### src/rtl/proc_pkg.sv
// Encodings and default bus widths shared between the control unit and the memory responder.
// Holds the responder state type and the word/address width defaults.
package proc_pkg;

    localparam int PROC_ADDR_W = 8;
    localparam int PROC_DATA_W = 16;

    typedef enum logic [1:0] {
        ST_IDLE  = 2'd0,
        ST_WAIT  = 2'd1,
        ST_RESP  = 2'd2,
        ST_CLEAR = 2'd3
    } state_t;

endpackage

### src/rtl/mem_array.sv
// Synchronous single-port RAM with a registered read port.
// A read updates rdata one edge after en; rdata holds between reads. Contents are never reset.
module mem_array #(
    parameter int ADDR_W = 8,
    parameter int DATA_W = 16,
    parameter int DEPTH  = 256
) (
    input  logic              clock,
    input  logic              reset_n,
    input  logic              en,
    input  logic              we,
    input  logic [ADDR_W-1:0] addr,
    input  logic [DATA_W-1:0] wdata,
    output logic [DATA_W-1:0] rdata
);

    logic [DATA_W-1:0] mem [DEPTH];

    always_ff @(posedge clock) begin
        if (en && we) begin
            mem[addr] <= wdata;
        end
    end

    always_ff @(posedge clock or negedge reset_n) begin
        if (!reset_n) begin
            rdata <= '0;
        end else if (en && !we) begin
            rdata <= mem[addr];
        end
    end

endmodule

### src/rtl/mem_responder.sv
// Fetch/load/store responder with a fixed wait latency and a full memory-clear sweep.
// One request per LATENCY+2 cycles; req outside IDLE is dropped, clear is held pending until IDLE.
module mem_responder
    import proc_pkg::*;
#(
    parameter int ADDR_W  = PROC_ADDR_W,
    parameter int DATA_W  = PROC_DATA_W,
    parameter int DEPTH   = 256,
    parameter int LATENCY = 2
) (
    input  logic              clock,
    input  logic              reset_n,
    input  logic              req,
    input  logic              we,
    input  logic [ADDR_W-1:0] addr,
    input  logic [DATA_W-1:0] wdata,
    input  logic              clear,
    output logic              ready,
    output logic [DATA_W-1:0] rdata,
    output logic              err,
    output logic              busy,
    output logic              clear_done
);

    // One extra pointer bit lets DEPTH == 2**ADDR_W be compared without wrap.
    localparam int              PTR_W   = ADDR_W + 1;
    localparam logic [PTR_W-1:0] DEPTH_P = PTR_W'(DEPTH);
    localparam logic [PTR_W-1:0] LAST_P  = PTR_W'(DEPTH - 1);
    localparam logic [3:0]       LAT_P   = 4'(LATENCY);
    localparam bit               LAT0    = (LATENCY == 0);

    state_t            state;
    logic [3:0]        cnt;
    logic              we_q;
    logic [ADDR_W-1:0] addr_q;
    logic [DATA_W-1:0] wdata_q;
    logic              pending;
    logic [PTR_W-1:0]  ptr;
    logic              rd_oor;

    logic              start_clear;
    logic              accept;
    logic              go_resp;
    logic              acc_we;
    logic [ADDR_W-1:0] acc_addr;
    logic [DATA_W-1:0] acc_wdata;
    logic              acc_oor;

    logic              ram_en;
    logic              ram_we;
    logic [ADDR_W-1:0] ram_addr;
    logic [DATA_W-1:0] ram_wdata;
    logic [DATA_W-1:0] ram_rdata;

    assign start_clear = (state == ST_IDLE) && (pending || clear);
    assign accept      = (state == ST_IDLE) && !(pending || clear) && req;
    assign go_resp     = (LAT0 && accept) || ((state == ST_WAIT) && (cnt == 4'd1));

    // With zero latency the access happens on the accept edge, so use the live inputs.
    assign acc_we    = (state == ST_IDLE) ? we    : we_q;
    assign acc_addr  = (state == ST_IDLE) ? addr  : addr_q;
    assign acc_wdata = (state == ST_IDLE) ? wdata : wdata_q;
    assign acc_oor   = ({1'b0, acc_addr} >= DEPTH_P);

    always_comb begin
        ram_en    = 1'b0;
        ram_we    = 1'b0;
        ram_addr  = acc_addr;
        ram_wdata = acc_wdata;
        if (state == ST_CLEAR) begin
            ram_en    = 1'b1;
            ram_we    = 1'b1;
            ram_addr  = ptr[ADDR_W-1:0];
            ram_wdata = '0;
        end else if (go_resp && !acc_oor) begin
            ram_en = 1'b1;
            ram_we = acc_we;
        end
    end

    mem_array #(
        .ADDR_W (ADDR_W),
        .DATA_W (DATA_W),
        .DEPTH  (DEPTH)
    ) u_mem (
        .clock   (clock),
        .reset_n (reset_n),
        .en      (ram_en),
        .we      (ram_we),
        .addr    (ram_addr),
        .wdata   (ram_wdata),
        .rdata   (ram_rdata)
    );

    // An out-of-range read masks the RAM output until the next read response.
    assign rdata = rd_oor ? '0 : ram_rdata;

    always_ff @(posedge clock or negedge reset_n) begin
        if (!reset_n) begin
            state      <= ST_IDLE;
            cnt        <= '0;
            we_q       <= 1'b0;
            addr_q     <= '0;
            wdata_q    <= '0;
            pending    <= 1'b0;
            ptr        <= '0;
            rd_oor     <= 1'b0;
            ready      <= 1'b0;
            err        <= 1'b0;
            busy       <= 1'b0;
            clear_done <= 1'b0;
        end else begin
            ready      <= 1'b0;
            err        <= 1'b0;
            clear_done <= 1'b0;

            if (clear && ((state == ST_WAIT) || (state == ST_RESP))) begin
                pending <= 1'b1;
            end

            if (go_resp) begin
                ready <= 1'b1;
                err   <= acc_oor;
                if (!acc_we) begin
                    rd_oor <= acc_oor;
                end
            end

            case (state)
                ST_IDLE: begin
                    if (start_clear) begin
                        state   <= ST_CLEAR;
                        ptr     <= '0;
                        pending <= 1'b0;
                        busy    <= 1'b1;
                    end else if (req) begin
                        we_q    <= we;
                        addr_q  <= addr;
                        wdata_q <= wdata;
                        cnt     <= LAT_P;
                        busy    <= 1'b1;
                        state   <= LAT0 ? ST_RESP : ST_WAIT;
                    end
                end
                ST_WAIT: begin
                    cnt <= cnt - 4'd1;
                    if (cnt == 4'd1) begin
                        state <= ST_RESP;
                    end
                end
                ST_RESP: begin
                    state <= ST_IDLE;
                    busy  <= 1'b0;
                end
                ST_CLEAR: begin
                    if (ptr == LAST_P) begin
                        state      <= ST_IDLE;
                        busy       <= 1'b0;
                        clear_done <= 1'b1;
                    end else begin
                        ptr <= ptr + PTR_W'(1);
                    end
                end
                default: state <= ST_IDLE;
            endcase
        end
    end

endmodule

### config.mk
export PLATFORM = sky130hd
export DESIGN_NAME = mem_responder
export DESIGN_NICKNAME = d
export VERILOG_FILES = /design/src/rtl/proc_pkg.sv /design/src/rtl/mem_array.sv /design/src/rtl/mem_responder.sv
export SDC_FILE = /design/constraint.sdc
export NUM_CORES = 2
export LEC_CHECK = 0
export ABC_CLOCK_PERIOD_IN_PS = 9100
export BUFFER_PORTS_ARGS = -buffer_cell sky130_fd_sc_hd__buf_2
export CAP_MARGIN = 30
export CORE_ASPECT_RATIO = 1.75
export CORE_MARGIN = 8
export CORE_UTILIZATION = 30
export DETAILED_ROUTE_END_ITERATION = 6
export GPL_ROUTABILITY_DRIVEN = 0
export HOLD_SLACK_MARGIN = 0.03
export MAX_ROUTING_LAYER = met4
export PLACE_DENSITY = 0.5
export SYNTH_ARGS = -nofsm -noshare
export SYNTH_HDL_FRONTEND = slang
export SYNTH_SLANG_ARGS = --single-unit
### constraint.sdc
create_clock -name clock -period 9.1 [get_ports clock]
set_input_delay 0.455 -clock clock [delete_from_list [all_inputs] [get_ports clock]]
set_output_delay 0.455 -clock clock [all_outputs]
set_load 0.005 [all_outputs]
==> results.txt <==
The flow ran to the end, but the final reports show violations. The checks that failed: DRC. Post-CTS repair changed the size of 0 cells. Among all flip-flop cells after synthesis, the most frequent one is sky130_fd_sc_hd__edfxtp_1. The number of nets handed over by synthesis was 11.1k. Based on the critical path, the design can be clocked at up to 151 MHz. The complex-gate fraction of the synthesized area is 11.3%, and the clock insertion delay at the later pin of the skew report is 0.99 ns. The longest clock path from root to sink contains 4 buffers. For the pin with the worst max-slew slack, the measured transition is 1.29 ns. The largest net degree at the start of global routing is 193, and the number of enable-type register cells in the synthesized netlist is 4096. For the highest ir drop seen on vdd, the log shows 413 uV.

The library cell contributing the largest single delay on the critical path was sky130_fd_sc_hd__a221oi_1. For the post-layout instance count excluding filler cells, the log shows 18.8k. The number of design rule violations left after detail routing came out at 13. I/O pin total: 49. The first routing iteration left 10.3k violations. The headroom to the max-slew limit is 13.9%. TritonCTS built the clock tree. After synthesis, the cell types taking the most area are sky130_fd_sc_hd__edfxtp_1 (76%), sky130_fd_sc_hd__a21oi_1 (5.5%), sky130_fd_sc_hd__a221oi_1 (4.6%). Of all flip-flops after synthesis, the portion carrying an async set or reset was 1.44%. Leakage power summed over all cells: 59.8 nW. Once detailed placement completed, the half-perimeter wirelength came to 329000 um.

Summed over all layers, the routed wires come to 549000 um. The cell count after synthesis came out at 11.0k. The routed wirelength normalized by instance count was 29.2 um. The number of placed cells counting well taps is 18.0k, and the power density over the cells is 405 nW/um2. After synthesis the cells add up to 162000 um2.

Row generation in the floorplan step produced 357 rows. Final critical delay including setup and external delays: 6.64 ns. The combinational family with the most area after synthesis was compound AO/OA/AOI/OAI gates. The tools report the wire length of the first global-routing pass as 769000 um. Buffers inserted during clock tree synthesis total 362.

For the residual antenna-violating net count after detailed routing, the log shows 0. The share of the Yosys chip area taken by registers is 76.6%. The clock drives 4156 sinks. Hold repair after CTS inserted 40 buffers. For this configuration, the core starts out at a cell density of 30.1%.

The critical path goes through inv_1 -> ha_2 -> buf_4 -> mux2_1 -> o21bai_4 -> buf_12 -> buf_12 -> mux4_2 -> a221oi_1 -> o21ai_0 -> a31oi_1 -> a21oi_1. The routed layout has 102k vias. Of the post-synthesis cell area, the dominant cell type holds 75.7%. The logs give 7.48 ns for the arrival time reported for the critical path endpoint and 7 for the number of search-and-repair iterations in the first detailed-routing pass.

The filler cells instantiated in the layout total 52.1k. The tree is rooted in a sky130_fd_sc_hd__clkbuf_16. The total overflow reported by the global router came out at 0. Setup repair after global routing left no endpoint under its margin.

The number of setup buffers added after CTS was 0; the proportion of synthesized area in mux cells was 2.22%. After Yosys synthesis, and, or, nand and nor cells account for 7.37% of the synthesized area. The tools report the count of pins over their slew limit as 0. The commonest cells after synthesis are sky130_fd_sc_hd__edfxtp_1 (4096), sky130_fd_sc_hd__nand2_1 (1923), sky130_fd_sc_hd__a21oi_1 (1770), sky130_fd_sc_hd__a221oi_1 (854), sky130_fd_sc_hd__nor3_1 (647). After Yosys synthesis, full adders, half adders and majority gates account for 0.0693% of the synthesized area.

The worst setup path is captured at a flop. The final layout contains 11.3k nets. The run gives 0 as the synthesis warning total. STA classifies the critical path startpoint as a flop.

The design draws 0.0758 W. For this run, the slowest stage of the critical path takes 1.08 ns. The synthesized area per cell came out at 14.7 um2. The utilization after layout is 34.7%, and the area of the core is 540000 um2. The area of the die was 566000 um2.

Critical path buffer and inverter count: 4. The die is 989 um tall. After detailed routing, the number of vias per cell comes to 5.41. The aggregate negative setup slack was 0 ns; the footprint of the multi-input gates was 35200 um2.

Among all cell types in the netlist, the one instantiated most often is sky130_fd_sc_hd__edfxtp_1. In this run the worst hold path is classified as in -> reg. The biggest area contributor in the post-synthesis netlist is sky130_fd_sc_hd__edfxtp_1.

In this design, the critical path's most frequently occurring cell is sky130_fd_sc_hd__buf_12. Clock skew on the completed layout was measured at 0.0746 ns. The combined global-route utilization of all metal layers came out at 19.1%. On the final layout, the worst hold slack is 0.268 ns.

For the initial antenna violation count, the log shows 37. The level count of the clock H-tree came out at 5. Max-cap violations in this run came to 0.

The layout overhead on the synthesized area was 15.1%. The via count of the first global-routing pass was 100k; the x dimension of the die was 572 um. Setup violations remaining at the end of the flow were counted as 0.

The post-route netlist has 13.3% of its cells at a drive strength greater than 1. For the number of hold violations in the final report, the log shows 0. After Yosys synthesis, XOR and XNOR cells account for 0.0216% of the synthesized area. The count of buffers added on input and output ports is 47.

Required time of the worst setup path: 9.94 ns. The worst setup path is of the reg -> reg kind. In this run the worst path has a maximum fanout of 73.

The clock transition at the registers of the reported paths came out at 0.07 ns. Synthesis inferred 4156 register bits. Across the whole layout, storage elements account for 124000 um2. Kind of cell adding the most delay to the critical path: compound AO/OA/AOI/OAI gates. In the finished design, the share of the clock period the worst path needs comes to 72.9%. Yosys mapped the design onto 59 distinct sky130hd cell types.
==> metal layers <==
layer / routed length [um] / GRT usage, % / up-vias
met5: 0 / - / -
met4: 33500 / 9.96 / 0
met3: 30800 / 2.03 / 933
met2: 283000 / 33.3 / 3770
met1: 202000 / 21.8 / 53500
li1: - / - / 43400
==> worst paths after layout <==
kind / startpoint / to / slack, ns / depth (start not counted)
max in group asynchronous: reset_n / wdata_q[3] / 8.21 / 4
min in group asynchronous: reset_n / u_mem.rdata[1] / 0.59 / 4
worst max-delay path: state[1] / u_mem.rdata[0] / 2.46 / 12
worst min-delay path: wdata[15] / wdata_q[15] / 0.27 / 4
worst max register to register: state[1] / u_mem.rdata[0] / 2.46 / 12
worst min register to register: wdata_q[11] / wdata_q[11] / 0.48 / 2
==> state kept, by name, summed over array words and instances (netlist names), 2 cells and up <==
name / count
u_mem.rdata: 16
state: 2
addr_q: 8
ptr: 9
u_mem.mem: 4096
wdata_q: 16
cnt: 4
==> stage by stage <==
stage	setup WS (ns)	instance area (um2)
floorplan	-0.0646	162000
global placement	2.19	174000
detailed placement	2.58	174000
CTS	2.60	187000
global route	2.66	187000
finish	2.46	187000
==> layout make-up <==
cell class	instances	share of cell area, %
antenna	95	0.127
clock buffer	438	5.09
clock inverter	227	1.31
inverter	15	0.0301
multi-input combinational	6001	18.8
sequential	4156	66.6
tap	7180	4.80
timing repair buffer	677	3.25
==> where the power goes <==
group	internal [W]	switching [W]	leakage (nW)	total, W
Sequential	0.0250	0.000180	37.9	0.0252
Clock	0.00873	0.00721	5.84	0.0159
Combinational	0.00889	0.0258	16.0	0.0347
==> placed cells by master, fill, tap and decap left out, drive strengths merged, types with 5 or more instances in the layout <==
| master | Yosys | layout |
|---|---|---|
| o21ai | 36 | 36 |
| dfrtp | 60 | 60 |
| inv | 15 | 27 |
| and3 | 26 | 26 |
| mux4 | 142 | 142 |
| o41ai | 45 | 45 |
| a211oi | 10 | 10 |
| edfxtp | 4096 | 4096 |
| mux2 | 6 | 6 |
| bufinv | 0 | 43 |
| mux2i | 34 | 34 |
| o2111ai | 9 | 9 |
| and2 | 10 | 10 |
| diode | 0 | 95 |
| ha | 9 | 9 |
| a22o | 12 | 12 |
| clkinv | 0 | 159 |
| o22ai | 7 | 7 |
| dlygate4sd3 | 0 | 39 |
| nand3 | 12 | 12 |
| o211ai | 11 | 11 |
| clkinvlp | 0 | 13 |
| a22oi | 70 | 70 |
| o21a | 7 | 7 |
| a32oi | 13 | 13 |
| nand2 | 1924 | 1924 |
| o31ai | 12 | 12 |
| nor2 | 281 | 281 |
| a31oi | 5 | 5 |
| clkbuf | 437 | 440 |
| nor4 | 5 | 5 |
| nor3 | 647 | 647 |
| buf | 433 | 633 |
| a21oi | 1770 | 1770 |
| nand4 | 13 | 13 |
| a221oi | 854 | 854 |
==> worst reg2reg max path, cell delays in order (launching register included) <==
cell and delay (ns):
sky130_fd_sc_hd__dfrtp_1 0.43, sky130_fd_sc_hd__inv_1 0.15, sky130_fd_sc_hd__ha_2 0.21, sky130_fd_sc_hd__buf_4 0.46
sky130_fd_sc_hd__mux2_1 0.46, sky130_fd_sc_hd__o21bai_4 0.77, sky130_fd_sc_hd__buf_12 0.55, sky130_fd_sc_hd__buf_12 0.42
sky130_fd_sc_hd__mux4_2 0.63, sky130_fd_sc_hd__a221oi_1 1.08, sky130_fd_sc_hd__o21ai_0 0.63, sky130_fd_sc_hd__a31oi_1 0.65
sky130_fd_sc_hd__a21oi_1 0.14
==> logic make-up (layout without fill, tap and decap cells) <==
logic type	after synthesis	in the layout
fa+ha+maj	9	9
mux	182	182
flops	4156	4156
compound gates	2877	2877
xor+xnor	4	4
simple gates	2928	2928
buf+inv	885	1357
other cells	1	96
(Power assumes the default switching activity.)
